`src/rtl/mic_clk_gen_if.sv`:
```
// Control/status bundle for the PDM microphone clock generator.
// The master side programs the generator; the slave side is the generator itself.
interface mic_clk_gen_if #(
    parameter int CNT_W = 8
);
    logic             en;
    logic [CNT_W-1:0] limit_i;
    logic             limit_we;
    logic             micclk;
    logic             rise_stb;
    logic             fall_stb;
    logic             busy;
    logic [CNT_W-1:0] active_limit;

    modport master (
        output en, limit_i, limit_we,
        input  micclk, rise_stb, fall_stb, busy, active_limit
    );

    modport slave (
        input  en, limit_i, limit_we,
        output micclk, rise_stb, fall_stb, busy, active_limit
    );
endinterface

```
`src/rtl/mic_clk_gen.sv`:
```
// PDM microphone clock generator: clk / (2*(limit+1)), glitch-free limit updates, clean stop.
// Optional edge strobes are built only when MIC_CLK_STB_EN is defined; otherwise they read 0.
module mic_clk_gen #(
    parameter int          CNT_W     = 8,
    parameter int unsigned RST_LIMIT = 3
) (
    input  logic         clk,
    input  logic         rst,
    mic_clk_gen_if.slave bus
);

    typedef enum logic [1:0] {
        IDLE = 2'd0,
        RUN  = 2'd1,
        STOP = 2'd2
    } state_t;

    localparam logic [CNT_W-1:0] LIMIT_INIT = CNT_W'(RST_LIMIT);

    state_t           state_reg, state_next;
    logic [CNT_W-1:0] count_reg, count_next;
    logic [CNT_W-1:0] active_limit_reg, active_limit_next;
    logic [CNT_W-1:0] pending_limit_reg;
    logic             micclk_reg, micclk_next;
    logic             busy_reg, busy_next;
    logic             toggle;

    assign toggle = (count_reg == active_limit_reg);

    always_ff @(posedge clk or negedge rst) begin
        if (!rst) begin
            state_reg         <= IDLE;
            count_reg         <= '0;
            active_limit_reg  <= LIMIT_INIT;
            pending_limit_reg <= LIMIT_INIT;
            micclk_reg        <= 1'b0;
            busy_reg          <= 1'b0;
        end else begin
            state_reg        <= state_next;
            count_reg        <= count_next;
            active_limit_reg <= active_limit_next;
            micclk_reg       <= micclk_next;
            busy_reg         <= busy_next;
            if (bus.limit_we) begin
                pending_limit_reg <= bus.limit_i;
            end
        end
    end

    // STOP with en re-asserted behaves exactly like RUN, so the phase is never disturbed.
    always_comb begin
        state_next        = state_reg;
        count_next        = count_reg;
        active_limit_next = active_limit_reg;
        micclk_next       = micclk_reg;
        case (state_reg)
            IDLE: begin
                count_next  = '0;
                micclk_next = 1'b0;
                if (bus.en) begin
                    state_next = RUN;
                end
            end
            RUN, STOP: begin
                if (toggle) begin
                    count_next        = '0;
                    active_limit_next = pending_limit_reg;
                end else begin
                    count_next = count_reg + CNT_W'(1);
                end
                if (state_reg == RUN || bus.en) begin
                    state_next = bus.en ? RUN : STOP;
                    if (toggle) begin
                        micclk_next = ~micclk_reg;
                    end
                end else if (toggle) begin
                    // Finish the current half period, then park low.
                    micclk_next = 1'b0;
                    state_next  = IDLE;
                end
            end
            default: begin
                state_next  = IDLE;
                count_next  = '0;
                micclk_next = 1'b0;
            end
        endcase
        busy_next = (state_next != IDLE);
    end

`ifdef MIC_CLK_STB_EN
    logic rise_stb_reg, fall_stb_reg;

    always_ff @(posedge clk or negedge rst) begin
        if (!rst) begin
            rise_stb_reg <= 1'b0;
            fall_stb_reg <= 1'b0;
        end else begin
            rise_stb_reg <= micclk_next & ~micclk_reg;
            fall_stb_reg <= ~micclk_next & micclk_reg;
        end
    end

    assign bus.rise_stb = rise_stb_reg;
    assign bus.fall_stb = fall_stb_reg;
`else
    assign bus.rise_stb = 1'b0;
    assign bus.fall_stb = 1'b0;
`endif

    assign bus.micclk       = micclk_reg;
    assign bus.busy         = busy_reg;
    assign bus.active_limit = active_limit_reg;

endmodule

```
`src/flat_wrapper.sv`:
```
// flat-port wrapper written by rule: the top's interface ports become plain ports
module mic_clk_gen_flat 
#(
    parameter int          CNT_W     = 8,
    parameter int unsigned RST_LIMIT = 3
)
  (clk, rst, bus_en, bus_limit_i, bus_limit_we, bus_micclk, bus_rise_stb, bus_fall_stb, bus_busy, bus_active_limit);
  mic_clk_gen_if #(.CNT_W(CNT_W)) bus_i ();
  input  logic clk;
  input  logic rst;
  input wire logic [$bits(bus_i.en)-1:0] bus_en;
  input wire logic [$bits(bus_i.limit_i)-1:0] bus_limit_i;
  input wire logic [$bits(bus_i.limit_we)-1:0] bus_limit_we;
  output wire logic [$bits(bus_i.micclk)-1:0] bus_micclk;
  output wire logic [$bits(bus_i.rise_stb)-1:0] bus_rise_stb;
  output wire logic [$bits(bus_i.fall_stb)-1:0] bus_fall_stb;
  output wire logic [$bits(bus_i.busy)-1:0] bus_busy;
  output wire logic [$bits(bus_i.active_limit)-1:0] bus_active_limit;
  assign bus_i.en = bus_en;
  assign bus_i.limit_i = bus_limit_i;
  assign bus_i.limit_we = bus_limit_we;
  assign bus_micclk = bus_i.micclk;
  assign bus_rise_stb = bus_i.rise_stb;
  assign bus_fall_stb = bus_i.fall_stb;
  assign bus_busy = bus_i.busy;
  assign bus_active_limit = bus_i.active_limit;
  mic_clk_gen #(.CNT_W(CNT_W), .RST_LIMIT(RST_LIMIT)) u_core (.clk(clk), .rst(rst), .bus(bus_i));
endmodule
```
`config.mk`:
```
export PLATFORM = sky130hd
export DESIGN_NAME = mic_clk_gen_flat
export DESIGN_NICKNAME = d
export VERILOG_FILES = /design/src/rtl/mic_clk_gen_if.sv /design/src/rtl/mic_clk_gen.sv /design/src/flat_wrapper.sv
export SDC_FILE = /design/constraint.sdc
export NUM_CORES = 1
export LEC_CHECK = 0
export CORE_MARGIN = 2
export CORE_UTILIZATION = 46
export CTS_CLUSTER_DIAMETER = 40
export DETAILED_ROUTE_END_ITERATION = 16
export PLACE_DENSITY = 0.77
export SYNTH_ARGS = -nofsm -noshare
export SYNTH_HDL_FRONTEND = slang
export SYNTH_SLANG_ARGS = --single-unit
export TNS_END_PERCENT = 50
```
`constraint.sdc`:
```
create_clock -name clk -period 1.65 [get_ports clk]
set_input_delay 0.2475 -clock clk [delete_from_list [all_inputs] [get_ports clk]]
set_output_delay 0.2475 -clock clk [all_outputs]
set_load 0.01 [all_outputs]
```
==> results of run 1 <==
## worst max path at each step
stage / start / to / slack (ps) / cells past startpoint
after global routing: u_core.bus.active_limit[0] / u_core.bus.active_limit[7] / -130 / 5
after CTS: u_core.bus.active_limit[1] / u_core.bus.active_limit[5] / -100 / 5
final: u_core.bus.active_limit[1] / u_core.bus.active_limit[5] / -80 / 5
after global placement: u_core.bus.active_limit[1] / u_core.bus.active_limit[7] / -70 / 5
after floorplan: u_core.bus.active_limit[1] / u_core.bus.active_limit[2] / -120 / 5
after detailed placement: u_core.state_reg[1] / u_core.bus.active_limit[5] / -100 / 6
## cells by family (layout without fill, tap and decap cells)
kind of cell             Yosys count  after routing  synth area share
buffers and inverters              8             54           0.03395
AO/OA/AOI/OAI                     13             13           0.06321
flip-flops                        28             28            0.5321
other                              1              2          0.002827
XOR/XNOR                          14             14           0.09245
multiplexers                      16             16            0.1585
adder cells (fa/ha/maj)            4              4           0.03774
AND/OR/NAND/NOR                   22             22           0.07926
## power by group
group	switching, uW	internal [uW]	leakage [uW]
clock network	188	94.4	0.0000150
registers	115	884	0.000347
logic	632	922	0.000498
## synthesized netlist by cell type, drive strengths merged (2+ instances only)
master and n:
buf 3, dfrtp 24, dfstp 4, ha 4, inv 4, mux2 16
nand2 2, nand3 2, nand4 2, nor2 10, o21ai 4, o22ai 2
xnor2 12, xor2 2
## what timing repair did
action | CTS | global route
hold endpoints to repair | 0 | 0
setup buffers | 0 | 1
hold buffers | 0 | 0
gates cloned | 0 | 0
pin swaps | 0 | 1
gates resized for setup | 4 | 8
endpoints found under the setup margin | 11 | 20
## layout make-up
cell class / count / share of cell area
tap: 31 / 0.02151
clock buffer: 4 / 0.01457
sequential: 28 / 0.3914
multi-input combinational: 71 / 0.3387
timing repair buffer: 46 / 0.2255
inverter: 4 / 0.008328
## worst max-delay path, cell delays in order, from the launching register on
cell and delay, ps:
dfstp_2 580, xnor2_2 110, nand4_1 110, or3_1 380
buf_6 160, mux2_4 300
## per-stage QoR
step	TNS, ps	hold slack, ps	setup WS (ps)	cells	power, uW
6_report	-478.7	289.7	-76.27	184	2836
4_1_cts	-654.8	294.4	-95.20	183	2790
5_1_grt	-923.9	310.3	-127.0	184	3043
3_3_place_gp	-506.4	486.2	-73.88	179	2416
3_5_place_dp	-678.7	490.3	-100.8	179	2469
2_1_floorplan	-841.7	-48.09	-115.6	107	1748
## placed cells by master (no fill, tap or decap), types with 2 or more instances in the layout
| master | instances |
|---|---|
| buf_4 | 24 |
| dfrtp_1 | 24 |
| clkdlybuf4s50_1 | 16 |
| xnor2_1 | 11 |
| nor2_1 | 10 |
| mux2_4 | 8 |
| mux2_2 | 8 |
| dfstp_2 | 4 |
| inv_1 | 3 |
| o21ai_0 | 3 |
| ha_1 | 3 |
| clkbuf_4 | 3 |
| dlymetal6s2s_1 | 3 |
| nand4_1 | 2 |
| nand3_1 | 2 |
| xor2_1 | 2 |
| nand2_1 | 2 |
| o22ai_1 | 2 |
| conb_1 | 2 |
| dlygate4sd2_1 | 2 |
## routing by layer
metal | up-vias | GRT usage | share of wire
met1 | 442 | 0.1988 | 0.43
met4 | 0 | 0.05648 | 0.0080
met5 | - | 0 | 0
met2 | 24 | 0.2938 | 0.53
met3 | 2 | 0.02009 | 0.036
li1 | 455 | - | -
==> out/qor.txt, run 1 <==
Final Max Slew Viols: 0
HPWL after DPL: 1787 microns
WP data required: 1860 ps
layout cells sized above 1: 0.3595
total number of vias: 923
Routed WL: 2378 microns
Setup WS post-layout: -76.27 ps
leading area contributor after synthesis: dfrtp_1
CTS Root Cell: clkbuf_4
maximum vdd drop: 1.214 mV
DR DRC count: 0
Netlist cell types: 32
drt via density: 5.016
f_max: 579.3 MHz
Syn Std Cell Area: 1326 sq um
drt first-iter violations: 13
Util after Layout: 0.6538
global-route wire length before repair: 4271 microns
Antenna Cells: 0
EDFF count, synth: 0
die height: 57.70 microns
RR Startpoint: u_core.bus.active_limit[1]
average size of a mapped cell: 12.51 sq um
Clock Skew: 5.820 ps
drt pass-1 iters: 4
final period demand of the worst path: 1726 ps
Fill cells: 201
Crit Path Category: reg2reg
Seq/Total Area, Yosys: 0.5321
Synth async-reset ratio: 1.000
fin area: 1803 sq um
crit-path max FO: 8
Num Clock Sinks: 28
Ports: 24
largest cells by area after synthesis: dfrtp_1 (45%), mux2_4 (9.1%), dfstp_2 (7.9%), xnor2_1 (7.9%), mux2_2 (6.8%)
Yosys Warn Count: 0
CTS Buf Count: 3
Die X-Extent: 57.70 microns
largest net degree at the start of global routing: 29
Critical R2R Capture: u_core.bus.active_limit[5]
CTS tree: built
Initial Utilization: 0.4809
Pwr Density: 1573 nW/um^2
gr usage total: 0.1623
FF+latch count, synth: 28
Area after DPL: 1729 sq um
Leak: 0.0008598 uW
Rows: 19
WP data arrival: 1940 ps
RSZ-0062 raised after global routing: yes
Max Cap Violations: 0
Setup crit start kind: flip-flop
R2R depth: 5
Main synth FF type: dfrtp_1
post-synth top area share: 0.4528
post-synthesis instance total: 106
htree depth: 1
status: finished, violations left
Port Buffer Count: 21
Max clock buf depth: 2
post-route ant nets: 0
Min-Delay Path Class: in2async
Worst-path clk slew: 140 ps
Layout area overhead: 35.94%
Final setup viols: 9
WL per Instance: 12.92 microns
Clk Latency, worst-skew pair: 320 ps
Final Cycle Share: 1.046
fin nets: 170
antenna violations before repair: 0
vias in the first global route: 1015
violated checks: setup timing
routability cong.: 0.7614
crit path capture type: flip-flop
core box area: 2758 sq um
r2r setup slk: -80 ps
Final Hold Vio Count: 0
total gr overflow: 0
die area: 3329 sq um
sequential cell area: 705.7 sq um
area of the multi-input gates: 610.6 sq um
Note: power is estimated with default switching activity, not from simulation.
==> inputs of run 2 (changes only) <==
- CORE_UTILIZATION: 46 -> 50
- GPL_TIMING_DRIVEN: not set -> 1
- PLACE_DENSITY: 0.77 -> 0.8
- clock period: 1.65 -> 2.2 ns (I/O delays scaled with it)
==> run 2 against run 1 <==
  * The run now ends clean
  * Die area decreased by 7.5%
  * Non-clock buffer count down 23
  * Register-to-register slack better by 280 ps
  * Combinational power fell by 46%
  * Core utilization fell by 0.77 points
  * Critical path depth stayed put
  * Critical endpoint is now u_core.bus.active_limit[6]
==> out/qor.txt, run 2 (synthesis gave the netlist of run 1 again) <==
die height: 55.50 microns (-3.8%)
fin area: 1615 sq um (-10%)
final period demand of the worst path: 1993 ps (+266.5 ps)
Routed WL: 2211 microns (-7.0%)
drt via density: 5.494 (+9.5%)
placed insts: 156 (-13%)
maximum vdd drop: 0.9567 mV (-21%)
Tot Pwr: 1967 uW (-31%)
antenna violations before repair: 0 (unchanged)
Post-CTS Setup Bufs: 0 (unchanged)
drt pass-1 iters: 4 (unchanged)
CTS tree: built
Critical R2R Capture: u_core.bus.active_limit[6]
die area: 3080 sq um (-7.5%)
R2R depth: 5 (unchanged)
Finished Layout Cells: 160 (-13%)
global-route wire length before repair: 3926 microns (-8.1%)
DR DRC count: 0 (unchanged)
Ports: 24 (unchanged)
Clk Latency, worst-skew pair: 330 ps (about the same)
HPWL after DPL: 1706 microns (-4.5%)
f_max: 501.8 MHz (-13%)
cell family with most CP delay: simple AND/OR/NAND/NOR gates
CTS Root Cell: clkbuf_4
r2r setup slk: 210 ps (+280 ps)
Cell Chain, Critical Path: inv_1 > ha_1 > inv_1 > or3_1 > mux2_4
post-CTS sizing: 0 (-4)
Setup crit start kind: flip-flop
cell repeated most along the worst path: inv_1
WL per Instance: 13.82 microns (+6.9%)
Port Buffer Count: 21 (unchanged)
total gr overflow: 0 (unchanged)
drt first-iter violations: 8 (-5)
largest net degree at the start of global routing: 29 (unchanged)
crit-path max FO: 8 (unchanged)
layout cells sized above 1: 0.2077 (-0.1518)
Min-Delay Path Class: in2async
Rows: 18 (-1)
RR Startpoint: u_core.state_reg[0]
vias in the first global route: 893 (-12%)
critical path depth: 5 (unchanged)
Final setup viols: 0 (-9)
Worst-path clk slew: 150 ps (about the same)
gr usage total: 0.1637 (+0.001357)
post-route ant nets: 0 (unchanged)
total negative slack: 0 ps (+478.7 ps)
Pwr Density: 1218 nW/um^2 (-23%)
core box area: 2500 sq um (-9.3%)
Crit Path Category: reg2reg
Antenna Cells: 0 (unchanged)
max incr delay on CP: 590 ps (about the same)
Num Clock Sinks: 28 (unchanged)
crit path capture type: flip-flop
area of the multi-input gates: 579.3 sq um (-5.1%)
Fill cells: 184 (-8.5%)
Final Max Slew Viols: 0 (unchanged)
Final Cycle Share: 0.9058 (-0.1404)
fin nets: 147 (-14%)
Max Cap Violations: 0 (unchanged)
# hold bufs at CTS: 0 (unchanged)
Final Hold Vio Count: 0 (unchanged)
Bufs and invs on worst path: 2 (+1)
Clock Skew: 3.880 ps (-1.940 ps)
commonest non-fill, non-tap cell in the layout: dfrtp_1
Leak: 0.0007060 uW (-18%)
Initial Utilization: 0.5305 (+0.04959)
CP max-delay cell: or3_1
WP data arrival: 2230 ps (+290 ps)
RSZ-0062 raised after global routing: no
sequential cell area: 705.7 sq um (unchanged)
most frequent cells in the layout: dfrtp_1 (24), clkdlybuf4s50_1 (21), xnor2_1 (12), nor2_1 (10)
WP data required: 2430 ps (+570 ps)
routability cong.: 0.7818 (+2.7%)
Max clock buf depth: 2 (unchanged)
htree depth: 1 (unchanged)
status: complete, no violations
Area after DPL: 1563 sq um (-9.6%)
Layout area overhead: 21.79%
total number of vias: 879 (-4.8%)
Die X-Extent: 55.50 microns (-3.8%)
CTS Buf Count: 3 (unchanged)
[run 2: changes by cell type in the layout (fill, tap and decap cells not counted), moves of 2 or more]
cell	before	now
dlygate4sd2_1	2	0
dlymetal6s2s_1	3	0
buf_4	24	2
clkdlybuf4s50_1	16	21
[run 2: where the power goes]
part,internal (uW),leakage [uW],switching [uW]
Sequential,663,0.000347,130
Combinational,477,0.000331,361
Clock,184,0.0000279,152
Total,1320,0.000706,643
[run 2: per-layer routing]
| layer | global-route usage | vias up | wire (microns) |
|---|---|---|---|
| li1 | - | 406 | - |
| met1 | 0.1904 | 438 | 953 |
| met2 | 0.2840 | 28 | 1090 |
| met3 | 0.03044 | 7 | 100 |
| met4 | 0.08711 | 0 | 67 |
| met5 | 0 | - | 0 |
[run 2: how the worst max path moves through the flow]
| stage | startpoint | endpoint | slack (ps) |
|---|---|---|---|
| detailed placement | u_core.bus.active_limit[0] | u_core.bus.active_limit[7] | 230 |
| floorplan | u_core.bus.active_limit[0] | u_core.bus.active_limit[2] | 430 |
| global placement | u_core.bus.active_limit[0] | u_core.bus.active_limit[7] | 270 |
| global route | u_core.bus.active_limit[0] | u_core.bus.active_limit[6] | 110 |
| CTS | u_core.bus.active_limit[1] | u_core.bus.active_limit[6] | 210 |
| finish | u_core.state_reg[0] | u_core.bus.active_limit[6] | 210 |
[run 2: metrics by stage]
step	utilization	hold slack, ps	worst slack (ps)
2_1_floorplan	-	34.41	428.6
3_3_place_gp	0.6251	486.2	267.0
3_5_place_dp	0.6251	492.2	231.1
4_1_cts	0.6461	362.0	208.9
5_1_grt	0.6461	387.7	111.5
6_report	0.6461	353.1	207.3
[run 2: cell type report]
class,instances,area share
clock buffer,3,0.01394
clock inverter,1,0.01859
inverter,4,0.009295
multi-input combinational,71,0.3586
sequential,28,0.4369
tap,30,0.02324
timing repair buffer,23,0.1394
==> inputs of run 3 (changes only) <==
- CORE_UTILIZATION: 50 -> 40
- PLACE_DENSITY: 0.8 -> 0.67
==> run 3 against run 2 <==
  * Register-to-register slack about the same
  * First-iteration DRC count increased by 13%
  * Design area fell by 0.54%
  * Combinational power is 2.6% lower
  * Via count fell by 6.8%
  * Critical endpoint is now u_core.bus.active_limit[5]
==> out/qor.txt, run 3 (synthesis gave the netlist of run 1 again) <==
Leak: 0.0006931 uW (-1.8%)
commonest non-fill, non-tap cell in the layout: dfrtp_1
htree depth: 1 (unchanged)
crit path launch: u_core.bus.active_limit[1]
maximum vdd drop: 0.4949 mV (-48%)
Max Cap Violations: 0 (unchanged)
WP data arrival: 2210 ps (-20 ps)
Slew Limit Headroom: 0.6644
Min-Delay Path Class: in2async
HPWL after DPL: 1638 microns (-4.0%)
r2r setup slk: 220 ps (about the same)
Ports: 24 (unchanged)
global-route wire length before repair: 3857 microns (-1.8%)
Finished Layout Cells: 174 (+8.8%)
drt first-iter violations: 9 (+1)
RSZ-0062 raised after global routing: no
Final Hold Vio Count: 0 (unchanged)
final period demand of the worst path: 1979 ps (-13.73 ps)
Final Cycle Share: 0.8996 (-0.006240)
drt pass-1 iters: 3 (-1)
fin nets: 147 (unchanged)
CTS Root Cell: clkbuf_4
Port Buffer Count: 21 (unchanged)
Die X-Extent: 61.58 microns (+11%)
Max clock buf depth: 2 (unchanged)
hold_ws: 349.9 ps (-3.207 ps)
total negative slack: 0 ps (unchanged)
Antenna Cells: 0 (unchanged)
WL per Instance: 12.23 microns (-11%)
DR DRC count: 0 (unchanged)
placed insts: 170 (+9.0%)
Post-CTS Setup Bufs: 0 (unchanged)
Final Max Slew Viols: 0 (unchanged)
Num Clock Sinks: 28 (unchanged)
total number of vias: 819 (-6.8%)
post-CTS sizing: 0 (unchanged)
WP data required: 2430 ps (about the same)
Cell Chain, Critical Path: xnor2_1 > nand4_1 > or3_1 > mux2_4
gr usage total: 0.1394 (-0.02431)
Crit Path Category: reg2reg
most frequent cells in the layout: dfrtp_1 (24), clkdlybuf4s50_1 (21), xnor2_1 (12), nor2_1 (10)
routability cong.: 0.7301 (-6.6%)
Util after Layout: 0.5177 (-0.1284)
# hold bufs at CTS: 0 (unchanged)
crit-path max FO: 8 (unchanged)
max incr delay on CP: 620 ps (+30 ps)
die area: 3792 sq um (+23%)
Placement Setup Slack: 230.1 ps (-1.039 ps)
Worst-path clk slew: 140 ps (about the same)
core box area: 3103 sq um (+24%)
Initial Utilization: 0.4274 (-0.1031)
drt via density: 4.707 (-14%)
post-route ant nets: 0 (unchanged)
CP max-delay cell: or3_1
vias in the first global route: 874 (-2.1%)
Layout area overhead: 21.13%
antenna violations before repair: 0 (unchanged)
CTS tree: built
die height: 61.58 microns (+11%)
crit path capture type: flip-flop
layout cells sized above 1: 0.2000 (-0.007692)
Rows: 20 (+2)
total gr overflow: 0 (unchanged)
status: complete, no violations
Final setup viols: 0 (unchanged)
Routed WL: 2128 microns (-3.8%)
largest net degree at the start of global routing: 29 (unchanged)
RR Startpoint: u_core.bus.active_limit[1]
Setup WS post-layout: 221.0 ps (+13.73 ps)
Clk Latency, worst-skew pair: 320 ps (about the same)
f_max: 505.3 MHz (+0.69%)
Pwr Density: 1133 nW/um^2 (-7.0%)
CTS Buf Count: 3 (unchanged)
Setup crit start kind: flip-flop
Clock Skew: 4.104 ps (+0.2233 ps)
Slew @ Worst Pin: 503.3 ps
==> run 3: changes by cell type in the layout (fill, tap and decap cells not counted), sizes merged <==
cell    change
bufinv      -1
clkbuf      +1
==> run 3: final cells by class <==
type / count / area, sq um
clock buffers: 4 / 26.28
fillers: 286 / 1496
inverters: 4 / 15.01
multi-input cells: 71 / 579.3
flip-flops and latches: 28 / 705.7
well taps: 44 / 55.05
repair buffers: 23 / 225.2
==> run 3: stage by stage <==
stage,area [sq um],total power [uW]
6_report,1607,1820
3_5_place_dp,1580,1624
3_3_place_gp,1580,1606
2_1_floorplan,1330,1312
4_1_cts,1607,1843
5_1_grt,1607,1968
==> run 3: power breakdown <==
part	internal, uW	total (uW)	switching (uW)
Clock	71.1	217	146
Sequential	663	787	124
Combinational	474	816	342
Total	1210	1820	611
==> run 3: worst max-delay path: cells and delay by family (launching register included) <==
| kind | cells | cell delay, ps |
|---|---|---|
| muxes | 1 | 370 |
| DFF | 1 | 580 |
| xor gates and xnor gates | 1 | 120 |
| and+or+nand+nor | 2 | 810 |
==> run 3: path summary, 6_finish.rpt <==
check | endpoint | cells after the start
min in group clk | u_core.bus.active_limit[3] | 1
worst min register to register | u_core.bus.active_limit[3] | 1
max in group asynchronous | u_core.bus.active_limit[0] | 2
worst min-delay path | u_core.pending_limit_reg[2] | 2
worst max-delay path | u_core.bus.active_limit[5] | 4
worst max register to register | u_core.bus.active_limit[5] | 4
==> run 3: routing by layer <==
metal  vias to the layer above  track usage  part of all wire
met1                       387       0.1896              0.49
met5                         -            0                 0
met4                         0      0.06383             0.021
met2                        17       0.2211              0.46
li1                        410            -                 -
met3                         5      0.01891             0.029
